## src/rtl/instr_encoder.sv

```systemverilog
// RV32I field-to-word encoder with a 2-entry output FIFO and sequential IMEM word addressing.
// Optional IMM_RANGE_CHECK_EN adds immediate-fit checking to the error flag.
module instr_encoder #(
    parameter int ADDR_W    = 10,
    parameter int BASE_ADDR = 0
) (
    input  logic              clk,
    input  logic              rst_n,
    input  logic              clr,
    input  logic              in_valid,
    output logic              in_ready,
    input  logic [2:0]        fmt,
    input  logic [6:0]        opcode,
    input  logic [4:0]        rd,
    input  logic [4:0]        rs1,
    input  logic [4:0]        rs2,
    input  logic [2:0]        funct3,
    input  logic [6:0]        funct7,
    input  logic [31:0]       imm,
    output logic              out_valid,
    input  logic              out_ready,
    output logic [31:0]       out_instr,
    output logic [ADDR_W-1:0] out_addr,
    output logic              out_err
);

    localparam logic [ADDR_W-1:0] BASE = ADDR_W'(BASE_ADDR);

    logic [31:0]       enc_instr;
    logic              enc_err;
    logic [31:0]       mem_instr [2];
    logic              mem_err   [2];
    logic              wptr, rptr;
    logic [1:0]        cnt, cnt_n;
    logic              in_ready_r;
    logic [ADDR_W-1:0] addr;
    logic              push, pop;

    always_comb begin
        enc_instr = 32'h0000_0013;
        enc_err   = 1'b0;
        case (fmt)
            3'd0: enc_instr = {funct7, rs2, rs1, funct3, rd, opcode};
            3'd1: begin
                enc_instr = {imm[11:0], rs1, funct3, rd, opcode};
`ifdef IMM_RANGE_CHECK_EN
                enc_err = !((&imm[31:11]) || !(|imm[31:11]));
`endif
            end
            3'd2: begin
                enc_instr = {imm[11:5], rs2, rs1, funct3, imm[4:0], opcode};
`ifdef IMM_RANGE_CHECK_EN
                enc_err = !((&imm[31:11]) || !(|imm[31:11]));
`endif
            end
            3'd3: begin
                enc_instr = {imm[12], imm[10:5], rs2, rs1, funct3, imm[4:1], imm[11], opcode};
                enc_err   = imm[0];
`ifdef IMM_RANGE_CHECK_EN
                enc_err = imm[0] || !((&imm[31:12]) || !(|imm[31:12]));
`endif
            end
            3'd4: begin
                enc_instr = {imm[31:12], rd, opcode};
`ifdef IMM_RANGE_CHECK_EN
                enc_err = |imm[11:0];
`endif
            end
            3'd5: begin
                enc_instr = {imm[20], imm[10:1], imm[11], imm[19:12], rd, opcode};
                enc_err   = imm[0];
`ifdef IMM_RANGE_CHECK_EN
                enc_err = imm[0] || !((&imm[31:20]) || !(|imm[31:20]));
`endif
            end
            default: begin
                enc_instr = 32'h0000_0013;
                enc_err   = 1'b1;
            end
        endcase
    end

    assign in_ready  = in_ready_r;
    assign out_valid = (cnt != 2'd0);
    assign push      = in_valid && in_ready_r;
    assign pop       = out_valid && out_ready;

    // Empty FIFO presents zeros so the idle output matches the reset state.
    assign out_instr = out_valid ? mem_instr[rptr] : 32'h0;
    assign out_err   = out_valid ? mem_err[rptr] : 1'b0;
    assign out_addr  = addr;

    always_comb begin
        cnt_n = cnt;
        if (push && !pop)
            cnt_n = cnt + 2'd1;
        else if (!push && pop)
            cnt_n = cnt - 2'd1;
    end

    always_ff @(posedge clk) begin
        if (push) begin
            mem_instr[wptr] <= enc_instr;
            mem_err[wptr]   <= enc_err;
        end
    end

    always_ff @(posedge clk) begin
        if (!rst_n) begin
            wptr       <= 1'b0;
            rptr       <= 1'b0;
            cnt        <= 2'd0;
            in_ready_r <= 1'b1;
            addr       <= BASE;
        end else begin
            if (push)
                wptr <= ~wptr;
            if (pop)
                rptr <= ~rptr;
            cnt        <= cnt_n;
            in_ready_r <= (cnt_n != 2'd2);
            // clr overrides the post-transfer increment; the word leaving now keeps its address.
            if (clr)
                addr <= BASE;
            else if (pop)
                addr <= addr + 1'b1;
        end
    end

endmodule

```

## config.mk

```make
export PLATFORM = sky130hd
export DESIGN_NAME = instr_encoder
export DESIGN_NICKNAME = d
export VERILOG_FILES = /design/src/rtl/instr_encoder.sv
export SDC_FILE = /design/constraint.sdc
export NUM_CORES = 1
export LEC_CHECK = 0
export BUFFER_PORTS_ARGS = -buffer_cell sky130_fd_sc_hd__buf_2
export CORE_MARGIN = 5
export CORE_UTILIZATION = 51
export DETAILED_ROUTE_END_ITERATION = 8
export PLACE_DENSITY = 0.9
export SYNTH_ARGS = -nofsm -noshare
export SYNTH_HDL_FRONTEND = slang
export SYNTH_SLANG_ARGS = --single-unit
```

## constraint.sdc

```tcl
create_clock -name clk -period 3 [get_ports clk]
set_clock_uncertainty 0.2 [all_clocks]
set_input_delay 0.3 -clock clk [delete_from_list [all_inputs] [get_ports clk]]
set_output_delay 0.3 -clock clk [all_outputs]
set_load 0.02 [all_outputs]
```

After elaboration in Yosys (flattened, before gate mapping) --
Memory sizes are Yosys's and may differ from the RTL's. A register that Yosys moved wholly into a read port is not among the register bits. Index checks and enable logic that the tools add are counted.
Cells by class: mux-type cells 12, equal/unequal tests 6, bitwise logic cells 3, add/sub/neg operators 3, reductions and logical operators 11
Operator list (count):
- $pmux W32 S6 | 1
- $mux W32 | 1
- $add A10 B1 Y10 const B | 1
- $mux W1 | 7
- $eq A3 B2 Y1 const B | 2
- $eq A3 B3 Y1 const B | 2
- $logic_and A1 B1 Y1 | 4
- $mux W2 | 2
- $reduce_or A2 Y1 | 2
- $reduce_or A4 Y1 | 1
- $eq A3 B1 Y1 const B | 1
- $logic_not A3 Y1 | 1
- $not A1 Y1 | 3
- $add A2 B1 Y2 const B | 1
- $logic_not A1 Y1 | 2
- $ne A2 B2 Y1 const B | 1
- $pmux W1 S2 | 1
- $reduce_bool A2 Y1 | 1
- $sub A2 B1 Y2 const B | 1
Storage, ports and cells: output and inout bits 45, logic and storage cells 42, bits in writable memories 66, flip-flop bits (word level) 15, input bits 72, memories kept 2
Memory list:
- mem_instr | depth 2, bits a word 32, rd ports 1, clocked after memory_dff 1, wr ports 1, RTL line 31 | logic [31:0] mem_instr [2];
- mem_err | depth 2, bits a word 1, rd ports 1, clocked after memory_dff 1, wr ports 1, RTL line 32 | logic mem_err [2];

Depth between registers and ports, before layout --
depth in word-level cells 6, mapped depth 8, gate-level depth less buffers 6

Least setup slack after synthesis --
No wires, ideal clock.
path kind reg-to-reg, start register in_ready_r (netlist: in_ready), end memory mem_err[0] (enable), cell stages (with the launch flop) 3, data arrival time 2.056 ns, setup slack 0.321 ns, period minus slack after synthesis 2.679 ns, path through dfxtp_1 > nand2_1 > nor2_1
On the way: longest elaborated chain between the ends 3
RTL lines:
- start: declaration | RTL line 35 | logic in_ready_r;
- start signal: assignment | RTL line 121 | in_ready_r <= (cnt_n != 2'd2);
- $logic_and A1 B1 Y1 | RTL line 85 | assign push = in_valid && in_ready_r;
- $mux W1 | RTL line 102 | if (push) begin
- $mux W1 (not written as such) | RTL line 104 | mem_err[wptr] <= enc_err;
- end: declaration | RTL line 32
Every way passes these cells.

Final worst setup path --
start register cnt[0], end output port out_instr[20]
On the way: longest elaborated chain between the ends 2
RTL lines:
- start: declaration | RTL line 34 | logic [1:0] cnt, cnt_n;
- start signal: assignment | RTL line 120 | cnt <= cnt_n;
- $reduce_bool A2 Y1 | RTL line 84 | assign out_valid = (cnt != 2'd0);
- $mux W32 | RTL line 89 | assign out_instr = out_valid ? mem_instr[rptr] : 32'h0;
- end: declaration | RTL line 22 | output logic [31:0] out_instr,
Every way passes these cells.

==> run metrics <==
FMAX=428 MHz; final wirelength=8560 um; Period minus WS final=2.34 ns; GR Overflow Total=0; per-cell routed wire length=15.6 um; Yosys top cell by area=edfxtp_1; full die area=9390 sq um; HP Class=input pin to flop; GR peak layer=met2; initial antenna violation count=0; number of vias per cell=5.26; multi-input logic area=1410 sq um; Synth Net Count=405; diode count=0; synthesis-stage register bit count=82; Slew headroom=0.444; # resized after CTS=0; Initial Util=0.528; Post-synth EDFFs=66; worst r2r dst=cnt[1]; Core Region=7290 sq um; kind of critical path=flop to output pin; pre-CTS WS=0.737 ns; r2r setup slk=0.94 ns; RSZ-0062 raised after global routing=false; GP Congestion=0.821; met2 Use GR=0.320; Tot Pwr=3.46 mW; CP Cell Sequence=inv_1 -> ha_2 -> buf_4 -> nor2_1 -> buf_2; hold wc startpoint=opcode[4]; max cap viols=0; post-synthesis simple-gate area fraction=0.135; Synth Area in Compound Gates=0.0815; Chip Height=96.9 um; CTS H-tree lvls=3; CTS root buf=clkbuf_8; largest net degree at the start of global routing=34; most frequent cell after synthesis=edfxtp_1; Async S/R FF share, synth=0; Leak=1.95 nW; Layout Cells excl Fill=548; xor-xnor portion of the synthesized cell area=0.0250; setup tns final=0 ns; row count=31; top post-synthesis cells by count=66 x edfxtp_1, 57 x nor2_1, 42 x mux2i_1; register area share after synthesis=0.598; Clock Sinks=82; largest family of logic cells by synthesized area=simple AND/OR/NAND/NOR gates; critical path endpoint category=output pin; Mapped Avg Cell Area=11.6 sq um; clk slew on worst S/H paths=0.08 ns; layout cells sized above 1=0.332; Peak supply drop=0.000329 V; area grow syn2layout=22.6%; Inst Count DP=531; Worst Path Buf+Inv=3; global-route wire length before repair=13700 um; I/O pins=117; CP Launch Type=flop; met3 GRT Util=0.0669; Reg2Reg Depth=6; final core utilization=0.648; Synth top area share=0.514; Register Area=2300 sq um; Final Setup Violations=0; Ys Warns=0; dominant synthesized flop cell=edfxtp_1; Synth Area in Adders=0.00650; status=finished, final reports clean; Post-DRT Antenna Nets=0; worst hold endpoint=mem_instr[1][4]; Skew-Pair Late Insertion Delay=0.34 ns; drt first pass iters=5; final worst slack=0.664 ns; Final #Nets=518; Req. time, crit path=2.50 ns; multiplexer share of the synthesized area=0.115; CP arrival=1.84 ns; synth unique cells=42; CP max FO=20; Crit Reg-Reg Startpoint=cnt[0]; CTS tree=done; routing usage on met1=0.202; mapped cell area=3850 sq um; total CTS buffers=9; detailed placement HPWL=5990 um; CP top delay family=buffers and inverters; vias in the first global route=2980; via count=2882; Syn Inst Count=331; Die W=96.9 um; cell area power density=733 nW/um^2; CP max stage delay=0.44 ns; final period utilization=0.779; Final Max Slew Viols=0; # port buffers=116; Clock Path Buffers=2; top cells by area, synth=edfxtp_1 51%, mux2i_1 11%, dfxtp_1 8.3%; GR Util All Layers=0.182; crit path max-delay cell type=ha_2; Layout fillers=602; Residual DRC=0; cell count of the worst hold path=2; Final Hold Vio Count=0; DRT iter0 DRCs=135; Tightest Pin Transition=0.834 ns
power by group:
| part | internal [mW] | switching, mW |
|---|---|---|
| Combinational | 0.420 | 0.716 |
| Clock | 0.467 | 0.375 |
| Sequential | 1.41 | 0.0761 |
| Total | 2.29 | 1.17 |
layout by cell type (no fill, tap or decap), drive strengths merged, types with 4 or more instances in the layout:
master,n
a21oi,15
a22o,7
a22oi,4
and2,4
buf,120
clkbuf,11
dfxtp,16
edfxtp,66
inv,14
mux2i,42
nand2,20
nand2b,4
nor2,57
nor2b,7
nor3,4
o21ai,19
xnor2,7
xor2,4
routing by layer:
layer | up-vias | share of wire
met3 | 15 | 0.079
met5 | - | 0
met1 | 1329 | 0.39
li1 | 1398 | -
met2 | 140 | 0.51
met4 | 0 | 0.021
what timing repair did:
item,in CTS,in global routing
setup buffers,0,0
hold buffers,1,0
endpoints found under the hold margin,1,0
worst reg2reg max path, cell delays in order (launching register included):
cell and delay, ns:
dfxtp_1 0.39, inv_1 0.09, ha_2 0.33, nor2b_2 0.44
or2_4 0.24, a21oi_2 0.06, a311oi_2 0.23
area by class of cell:
class,instances,area share
flip-flops and latches,82,0.488
inverters,14,0.0111
well taps,99,0.0262
clock inverters,5,0.0167
clock buffers,11,0.0278
repair buffers,121,0.131
multi-input cells,216,0.299
stage by stage:
| stage | cell area (sq um) | hold WS, ns |
|---|---|---|
| after CTS | 4720 | 0.0459 |
| final | 4720 | 0.0559 |
| after global placement | 4500 | 0.274 |
| after detailed placement | 4500 | 0.285 |
| after floorplan | 3850 | 0.215 |
| after global routing | 4720 | 0.0389 |
flip-flops by register name (all words and copies together), names as in the netlist, named ones only:
signal	cells
cnt	2
in_ready	1
mem_err	2
mem_instr	64
out_addr	10
rptr	1
wptr	1
how the worst max path moves through the flow:
stage / to / slack [ns] / cells past startpoint / startpoint
final: out_instr[20] / 0.66 / 5 / cnt[0]
after global routing: out_instr[20] / 0.52 / 5 / cnt[0]
after CTS: out_instr[20] / 0.65 / 5 / cnt[0]
after detailed placement: mem_instr[0][24] / 0.74 / 5 / fmt[2]
after global placement: mem_instr[0][23] / 0.86 / 5 / fmt[2]
after floorplan: mem_err[0] / 0.32 / 2 / in_ready
cells by family after synthesis:
| kind of cell | Yosys count |
|---|---|
| AOI/OAI and AO/OA | 51 |
| and+or+nand+nor | 108 |
| adders and majority gates | 2 |
| buffers and inverters | 33 |
| muxes | 44 |
| xor gates and xnor gates | 11 |
| DFF | 82 |
No activity file was read; power rests on OpenSTA's default activity.
